`src/rtl/alarm_countdown_timer.sv`:
```
// Countdown timer stage: prescaled decrement, pause/resume, one-shot or auto-reload,
// borrow pulse for cascading stages and a sticky alarm flag cleared by ack.
module alarm_countdown_timer #(
   parameter int unsigned WIDTH        = 8,
   parameter int unsigned PRESCALE     = 4,
   parameter int unsigned PS_WIDTH     = 3,
   parameter int unsigned DEFAULT_LOAD = 3
) (
   input  logic             clk,
   input  logic             rst,
   input  logic             load,
   input  logic [WIDTH-1:0] load_val,
   input  logic             start,
   input  logic             stop,
   input  logic             reload_mode,
   input  logic             ack,
   output logic [WIDTH-1:0] count_out,
   output logic             borrow,
   output logic             alarm,
   output logic             busy,
   output logic [1:0]       state
);

   typedef enum logic [1:0] {
      StIdle    = 2'd0,
      StRun     = 2'd1,
      StPause   = 2'd2,
      StExpired = 2'd3
   } state_e;

   localparam logic [WIDTH-1:0]    DefLoad = WIDTH'(DEFAULT_LOAD);
   localparam logic [WIDTH-1:0]    One     = WIDTH'(1);
   localparam logic [PS_WIDTH-1:0] PsLast  = PS_WIDTH'(PRESCALE - 1);

   state_e              state_q, state_d;
   logic [WIDTH-1:0]    count_q, count_d;
   logic [WIDTH-1:0]    reload_q, reload_d;
   logic [PS_WIDTH-1:0] ps_q, ps_d;
   logic                alarm_q, alarm_d;
   logic                borrow_q, borrow_d;
   logic                run_step;

   always_comb begin
      state_d  = state_q;
      count_d  = count_q;
      reload_d = reload_q;
      ps_d     = ps_q;
      alarm_d  = alarm_q;
      borrow_d = 1'b0;
      run_step = 1'b0;

      if (ack) begin
         alarm_d = 1'b0;
      end

      unique case (state_q)
         StIdle: begin
            if (load) begin
               count_d  = load_val;
               reload_d = load_val;
               ps_d     = '0;
            end else if (start && (count_q != '0)) begin
               state_d = StRun;
               ps_d    = '0;
            end
         end
         StRun: begin
            // A load while running only rearms the reload value; counting carries on.
            if (load) begin
               reload_d = load_val;
               run_step = 1'b1;
            end else if (stop) begin
               state_d = StPause;
            end else begin
               run_step = 1'b1;
            end
         end
         StPause: begin
            if (load) begin
               count_d  = load_val;
               reload_d = load_val;
               ps_d     = '0;
            end else if (start) begin
               state_d  = StRun;
               run_step = 1'b1;
            end
         end
         StExpired: begin
            if (load) begin
               count_d  = load_val;
               reload_d = load_val;
               ps_d     = '0;
               state_d  = StIdle;
            end else if (ack) begin
               count_d = reload_q;
               state_d = StIdle;
            end
         end
      endcase

      if (run_step) begin
         if (ps_q == PsLast) begin
            ps_d = '0;
            if (count_q > One) begin
               count_d = count_q - One;
            end else if (count_q == One) begin
               borrow_d = 1'b1;
               alarm_d  = 1'b1;
               if (reload_mode && (reload_q != '0)) begin
                  count_d = reload_q;
               end else begin
                  count_d = '0;
                  state_d = StExpired;
               end
            end
         end else begin
            ps_d = ps_q + PS_WIDTH'(1);
         end
      end
   end

   always_ff @(posedge clk) begin
      if (!rst) begin
         state_q  <= StIdle;
         count_q  <= DefLoad;
         reload_q <= DefLoad;
         ps_q     <= '0;
         alarm_q  <= 1'b0;
         borrow_q <= 1'b0;
      end else begin
         state_q  <= state_d;
         count_q  <= count_d;
         reload_q <= reload_d;
         ps_q     <= ps_d;
         alarm_q  <= alarm_d;
         borrow_q <= borrow_d;
      end
   end

   assign count_out = count_q;
   assign borrow    = borrow_q;
   assign alarm     = alarm_q;
   assign state     = state_q;
   assign busy      = (state_q == StRun) || (state_q == StPause);

endmodule

```
`config.mk`:
```
export PLATFORM = sky130hd
export DESIGN_NAME = alarm_countdown_timer
export DESIGN_NICKNAME = d
export VERILOG_FILES = /design/src/rtl/alarm_countdown_timer.sv
export SDC_FILE = /design/constraint.sdc
export NUM_CORES = 1
export LEC_CHECK = 0
export ABC_AREA = 1
export CAP_MARGIN = 20
export CORE_UTILIZATION = 49
export DETAILED_ROUTE_END_ITERATION = 16
export PLACE_DENSITY = 0.76
export SYNTH_ARGS = -nofsm -noshare
export SYNTH_HDL_FRONTEND = slang
export SYNTH_SLANG_ARGS = --single-unit
```
`constraint.sdc`:
```
create_clock -name clk -period 1.6 [get_ports clk]
set_input_delay 0.48 -clock clk [delete_from_list [all_inputs] [get_ports clk]]
set_output_delay 0.48 -clock clk [all_outputs]
set_load 0.02 [all_outputs]
```
==> impl_results.md, run 1 <==
* Die W at 63.6 um
* Count leader, synth: nand2_1
* Critical Path End Type: register
* Final period util at 0.993
* Status: finished, final reports clean
* Clock-pin slew on the worst setup and hold paths at 0.09 ns
* Logic gate share of total power at 0.403
* First drt pass iteration count at 4
* Sw Pwr at 0.000652 W
* Largest net degree at the start of global routing at 17
* Synth top area share at 0.248
* Core Rows at 22
* Maximum VDD drop at 0.322 mV
* Clk sinks at 23
* Mapped Area at 1860 um^2
* Fill count at 324
* Slew margin rel. at 0.817
* Layout area overhead at 43.5%
* Sw Share at 0.377
* Max-cap violations at 0
* Initial antenna violation count at 0
* Final Hold Fails at 0
* Top post-synthesis cells by area: dfxtp_1, nand2_1, nand3_1, inv_1, nor2_1
* Syn Area/Cell at 5.96 um^2
* Final min period at 1.59 ns
* Total global routing overflow at 0
* Hold WC Path Type: register to register
* Synth warn at 0
* Worst-Skew Late Latency at 0.27 ns
* DRC viols at 0
* Number of synthesized register bits at 23
* Pleak at 1.33 nW
* Post-synthesis net count at 334
* CP Launch Type: register
* Via Count at 2,261
* Tot Pwr at 0.00173 W
* Post-synthesis sequential area ratio at 0.248
* First DRT Iteration DRCs at 112
* Worst Skew at 0.00262 ns
* CTS max path bufs at 2
* Fmax at 0.629 GHz
* Pint at 0.00108 W
* Reg power frac at 0.375
* Average vias per placed instance at 5.35
* Number of synthesized flops with an enable pin at 0
* Pwr Density at 649 nW/um^2
* Final Net Count at 398
* CTS tree: built
* RSZ-0062 raised after global routing: yes
* Ys flop type: dfxtp_1
* Core ar. at 3660 um^2
* Routed Antenna Nets at 0
* Final Slew Violations at 0
* Setup Crit Path Kind: register to register
* Vias in the first global route at 2,010
* Clock power frac at 0.222
* Critical path peak fanout at 8
* Post-DR wirelength/cell at 12.9 um
* Post-synth top area cell: dfxtp_1
* First-pass GRT wire length at 8670 um
* Async set or reset register ratio after synthesis at 0
* Mapped Cells at 312
* Layout cell share with drive strength beyond 1 at 0.269
* Most frequent cells after synthesis: nand2_1, nand3_1, inv_1, nor2_1, dfxtp_1
* Final Setup Violations at 0
* Synth unique cells at 29
* Worst EP arrival at 1.76 ns
* HPWL after DPL at 4010 um
* Initial core utilization at 0.508
* CTS buffer count at 3
* DIE AREA at 4040 um^2
* Die Y at 63.6 um
* Fin util at 0.729
* Setup WS post-layout at 0.0107 ns
* PortBufs at 27
* CTS H-tree lvls at 1
* Gp weighted congestion at 0.965
* Post-Place Worst Slack at -0.362 ns
* I/O Pins at 28
* WL final at 5440 um
* Worst-margin pin slew at 0.274 ns
* Antenna diode count at 0
* Gr usage total at 0.269
* Worst Path Required at 1.77 ns
* Root buf cell: clkbuf_8
cell type report:
class	instances	area [um^2]	area share
Tap cell	48	60.1	0.0225
Clock buffer	3	41.3	0.0155
Clock inverter	1	5.00	0.00188
Inverter	36	148	0.0553
Timing Repair inverter	1	7.51	0.00281
Sequential cell	23	469	0.176
Multi-Input combinational cell	245	1340	0.501
Timing Repair Buffer	66	599	0.225
layer usage:
metal	up-vias	routed length, um	global-route usage
li1	1137	-	-
met1	1035	2300	0.327
met2	76	2720	0.493
met3	13	289	0.0236
met4	0	131	0.0824
met5	-	0	0
through the flow:
stage | cells | setup TNS [ns] | instance area (um^2) | hold slack [ns]
6_report | 423 | 0 | 2670 | 0.442
5_1_grt | 423 | -0.317 | 2670 | 0.460
4_1_cts | 418 | -0.00667 | 2540 | 0.441
3_5_place_dp | 411 | -6.55 | 2420 | 0.427
3_3_place_gp | 411 | -5.91 | 2420 | 0.426
2_1_floorplan | 312 | 0 | 1870 | 0.415
sequential cells by signal, summed over array words and instances, names as in the netlist:
signal and flops:
borrow 1, alarm 1, reload_q 8, ps_q 3, count_out 8, state 2
worst max-delay path, cell delays in order (launching register included):
cell and delay (ns):
dfxtp_4 0.36, buf_4 0.16, ha_4 0.18, nor2_1 0.10, buf_4 0.16, nand3_1 0.08, nand2_1 0.09, nand2_1 0.08
nand3_1 0.07, nand3_1 0.07, nand2_1 0.06, a21oi_1 0.05
cell families after synthesis:
logic type,count (synthesis),synth area share
DFF,23,0.248
xor gates and xnor gates,1,0.00471
AOI/OAI and AO/OA,51,0.160
and+or+nand+nor,186,0.442
buffers and inverters,44,0.0982
adders and majority gates,7,0.0471
power by group through the flow:
stage	logic (W)	clock network, W	registers (W)
after floorplan	0.000371	0	0.000685
after global placement	0.000632	0	0.000657
after detailed placement	0.000640	0	0.000659
after CTS	0.000644	0.000379	0.000645
after global routing	0.000762	0.000399	0.000653
final	0.000697	0.000385	0.000648
layout by cell type (no fill, tap or decap), types with 2 or more instances in the layout:
| master | Yosys | final |
|---|---|---|
| nand2_1 | 101 | 98 |
| buf_4 | 0 | 34 |
| nand3_1 | 32 | 32 |
| nor2_1 | 29 | 28 |
| inv_1 | 29 | 22 |
| dfxtp_1 | 23 | 20 |
| a21oi_1 | 17 | 16 |
| o21ai_0 | 18 | 12 |
| dlygate4sd2_1 | 0 | 12 |
| a21oi_2 | 11 | 10 |
| clkdlybuf4s50_1 | 0 | 10 |
| inv_2 | 4 | 8 |
| nand4_1 | 7 | 7 |
| nand2_2 | 5 | 6 |
| o21ai_1 | 4 | 6 |
| inv_4 | 2 | 5 |
| ha_4 | 0 | 5 |
| nor2_2 | 4 | 4 |
| o21ai_2 | 0 | 4 |
| nand2_4 | 1 | 3 |
| clkbuf_8 | 0 | 3 |
| buf_6 | 1 | 3 |
| nor2_4 | 1 | 2 |
| a21oi_4 | 0 | 2 |
| or2_2 | 2 | 2 |
| ha_1 | 7 | 2 |
| clkdlybuf4s15_1 | 0 | 2 |
| buf_12 | 0 | 2 |
| dfxtp_4 | 0 | 2 |
what timing repair did:
action	4_1_cts	5_1_grt
gates resized for setup	39	30
buffers inserted	1	5
setup endpoints to repair	31	23
hold buffers	0	0
gates cloned	2	0
pin swaps	3	14
final timing paths:
path                  from           end  slack [ns]  cells past startpoint
setup / recovery  state[1]  count_out[2]        0.01                     11
hold reg to reg    ps_q[2]       ps_q[2]        0.44                      2
hold / removal     ps_q[2]       ps_q[2]        0.44                      2
setup reg to reg  state[1]  count_out[2]        0.01                     11
(Power assumes the default switching activity.)
==> inputs of run 2 (changes only) <==
Settings changed: HOLD_SLACK_MARGIN from default to 0.08.
==> results of run 2 <==
The final DEF is identical to that of run 1; final timing and power are the same.
==> inputs of run 3 (changes only) <==
==> constraint.sdc (replaced) <==
create_clock -name clk -period 1.6 [get_ports clk]
set_input_delay 0.32 -clock clk [delete_from_list [all_inputs] [get_ports clk]]
set_output_delay 0.32 -clock clk [all_outputs]
set_load 0.02 [all_outputs]
==> run 3 against run 2 <==
Hold slack better by 0.0098 ns. Fmax up 1.1%. Critical path type is now register to output port. Largest cell class unchanged. Final cell count down 0.24%. Worst setup slack better by 0.018 ns.
==> impl_results.md, run 3 (synthesized netlist as in run 1, its figures left out) <==
* Hold WC Path Type: register to register (unchanged)
* Clk sinks at 23 (unchanged)
* Setup Crit Path Kind: register to output port (was register to register)
* Worst-path cell chain: clkdlybuf4s50_1 (was buf_4, ha_4, nor2_1, buf_4, nand3_1, nand2_1, nand2_1, nand3_1, nand3_1, nand2_1, a21oi_1)
* Gp weighted congestion at 0.949 (was 0.965)
* I/O Pins at 28 (unchanged)
* Post-CTS Hold Buffers at 0 (unchanged)
* Worst Path Buf+Inv at 1 (was 2)
* CP max-delay cell: clkdlybuf4s50_1 (was dfxtp_4)
* Die W at 63.6 um (unchanged)
* Final Net Count at 397 (was 398)
* Hold Slack at 0.452 ns (was 0.442 ns)
* Tot Pwr at 0.00175 W (was 0.00173 W)
* CTS tree: built (unchanged)
* Reg2Reg Depth at 13 (was 11)
* Core Rows at 22 (unchanged)
* CTS buffer count at 3 (unchanged)
* CP Launch Type: register (unchanged)
* Worst EP arrival at 1.25 ns (was 1.76 ns)
* Average vias per placed instance at 5.27 (was 5.35)
* Min-delay src: ps_q[2] (unchanged)
* Layout area overhead at 46.2% (was 43.5%)
* WL final at 5360 um (was 5440 um)
* Final min period at 1.57 ns (was 1.59 ns)
* RSZ-0062 raised after global routing: yes (unchanged)
* Placed cell areas at 2420 um^2 (unchanged)
* Fill count at 283 (was 324)
* Critical R2R Launch: state[1] (unchanged)
* Commonest non-fill, non-tap cell in the layout: nand2_1 (unchanged)
* FF-to-FF setup slack at 0.03 ns (was 0.01 ns)
* Vias in the first global route at 1,919 (was 2,010)
* CTS H-tree lvls at 1 (unchanged)
* Routed Antenna Nets at 0 (unchanged)
* Worst Path Required at 1.28 ns (was 1.77 ns)
* Setup WS post-layout at 0.0284 ns (was 0.0107 ns)
* First drt pass iteration count at 5 (was 4)
* HPWL after DPL at 3900 um (was 4010 um)
* PortBufs at 27 (unchanged)
* Largest net degree at the start of global routing at 17 (unchanged)
* Clock-pin slew on the worst setup and hold paths at 0.08 ns (was 0.09 ns)
* Fmax at 0.636 GHz (was 0.629 GHz)
* Final period util at 0.982 (was 0.993)
* Final Hold Fails at 0 (unchanged)
* Final Setup Violations at 0 (unchanged)
* Most used cells in the layout excluding fill and tap cells: nand2_1, buf_4, nand3_1 (unchanged)
* Antenna diode count at 0 (unchanged)
* Max stage delay on crit path at 0.62 ns (was 0.36 ns)
* Worst Skew at 0.00828 ns (was 0.00262 ns)
* Post-Place Worst Slack at -0.208 ns (was -0.362 ns)
* Layout cell share with drive strength beyond 1 at 0.307 (was 0.269)
* Die Y at 63.6 um (unchanged)
* Total global routing overflow at 0 (unchanged)
* Status: finished, final reports clean (unchanged)
* Pleak at 1.34 nW (was 1.33 nW)
* Critical Path End Type: output port (was register)
* Worst hold path depth at 2 (unchanged)
* Root buf cell: clkbuf_8 (unchanged)
* Critical path peak fanout at 2 (was 8)
* Slew margin rel. at 0.803 (was 0.817)
* Setup TNS at 0 ns (unchanged)
* Gr usage total at 0.264 (was 0.269)
* Final Slew Violations at 0 (unchanged)
* CP top delay family: buffers and inverters (was simple AND/OR/NAND/NOR gates)
* Initial core utilization at 0.508 (unchanged)
* Worst-margin pin slew at 0.293 ns (was 0.274 ns)
* Maximum VDD drop at 0.404 mV (was 0.322 mV)
* DRC viols at 0 (unchanged)
* First-pass GRT wire length at 8480 um (was 8670 um)
* Worst-Skew Late Latency at 0.27 ns (about the same)
* Post-DR wirelength/cell at 12.7 um (was 12.9 um)
* Max-cap violations at 0 (unchanged)
* Fin area at 2720 um^2 (was 2670 um^2)
* Initial antenna violation count at 0 (unchanged)
* Pwr Density at 644 nW/um^2 (was 649 nW/um^2)
* Critical R2R Capture: count_out[6] (was count_out[2])
* Hold path endpoint: ps_q[2] (unchanged)
* Core ar. at 3660 um^2 (unchanged)
* First DRT Iteration DRCs at 99 (was 112)
* Via Count at 2,223 (was 2,261)
* CTS max path bufs at 2 (unchanged)
* DIE AREA at 4040 um^2 (unchanged)
==> run 3: final cells by class <==
class / instances / area (um^2) / area share
multi-input cells: 245 / 1390 / 0.510
clock buffers: 3 / 41.3 / 0.0152
clock inverters: 1 / 5.00 / 0.00184
flip-flops and latches: 23 / 469 / 0.173
repair buffers: 66 / 604 / 0.222
well taps: 48 / 60.1 / 0.0221
inverters: 36 / 153 / 0.0562
==> run 3: repair_timing <==
item                       4_1_cts  5_1_grt
resized for setup               15       56
pin swaps                        3       18
buffers inserted                 1        6
setup endpoints to repair       15       22
==> run 3: worst max-delay path by stage <==
stage                  start      endpoint  slack, ns  depth (start not counted)
global route        state[1]  count_out[7]      -0.05                         13
global placement        load  count_out[5]      -0.18                          9
floorplan           state[0]   reload_q[2]       0.01                         10
detailed placement      load  count_out[3]      -0.21                         11
CTS                 state[1]          busy      0.002                          3
finish                 alarm         alarm       0.03                          1
==> run 3: layer usage <==
metal / GRT usage / routed length (um)
met1: 0.333 / 2390
met2: 0.460 / 2620
met3: 0.0254 / 219
met4: 0.0938 / 133
met5: 0 / 0
==> run 3: power breakdown <==
group / internal (W) / total [W] / switching, W
Clock: 0.000174 / 0.000374 / 0.000200
Sequential: 0.000614 / 0.000652 / 0.0000382
Combinational: 0.000309 / 0.000724 / 0.000415
==> run 3: through the flow <==
step                       util  cells
after floorplan               -    312
after global placement    0.662    411
after detailed placement  0.662    411
after CTS                 0.688    416
after global routing      0.742    422
final                     0.742    422
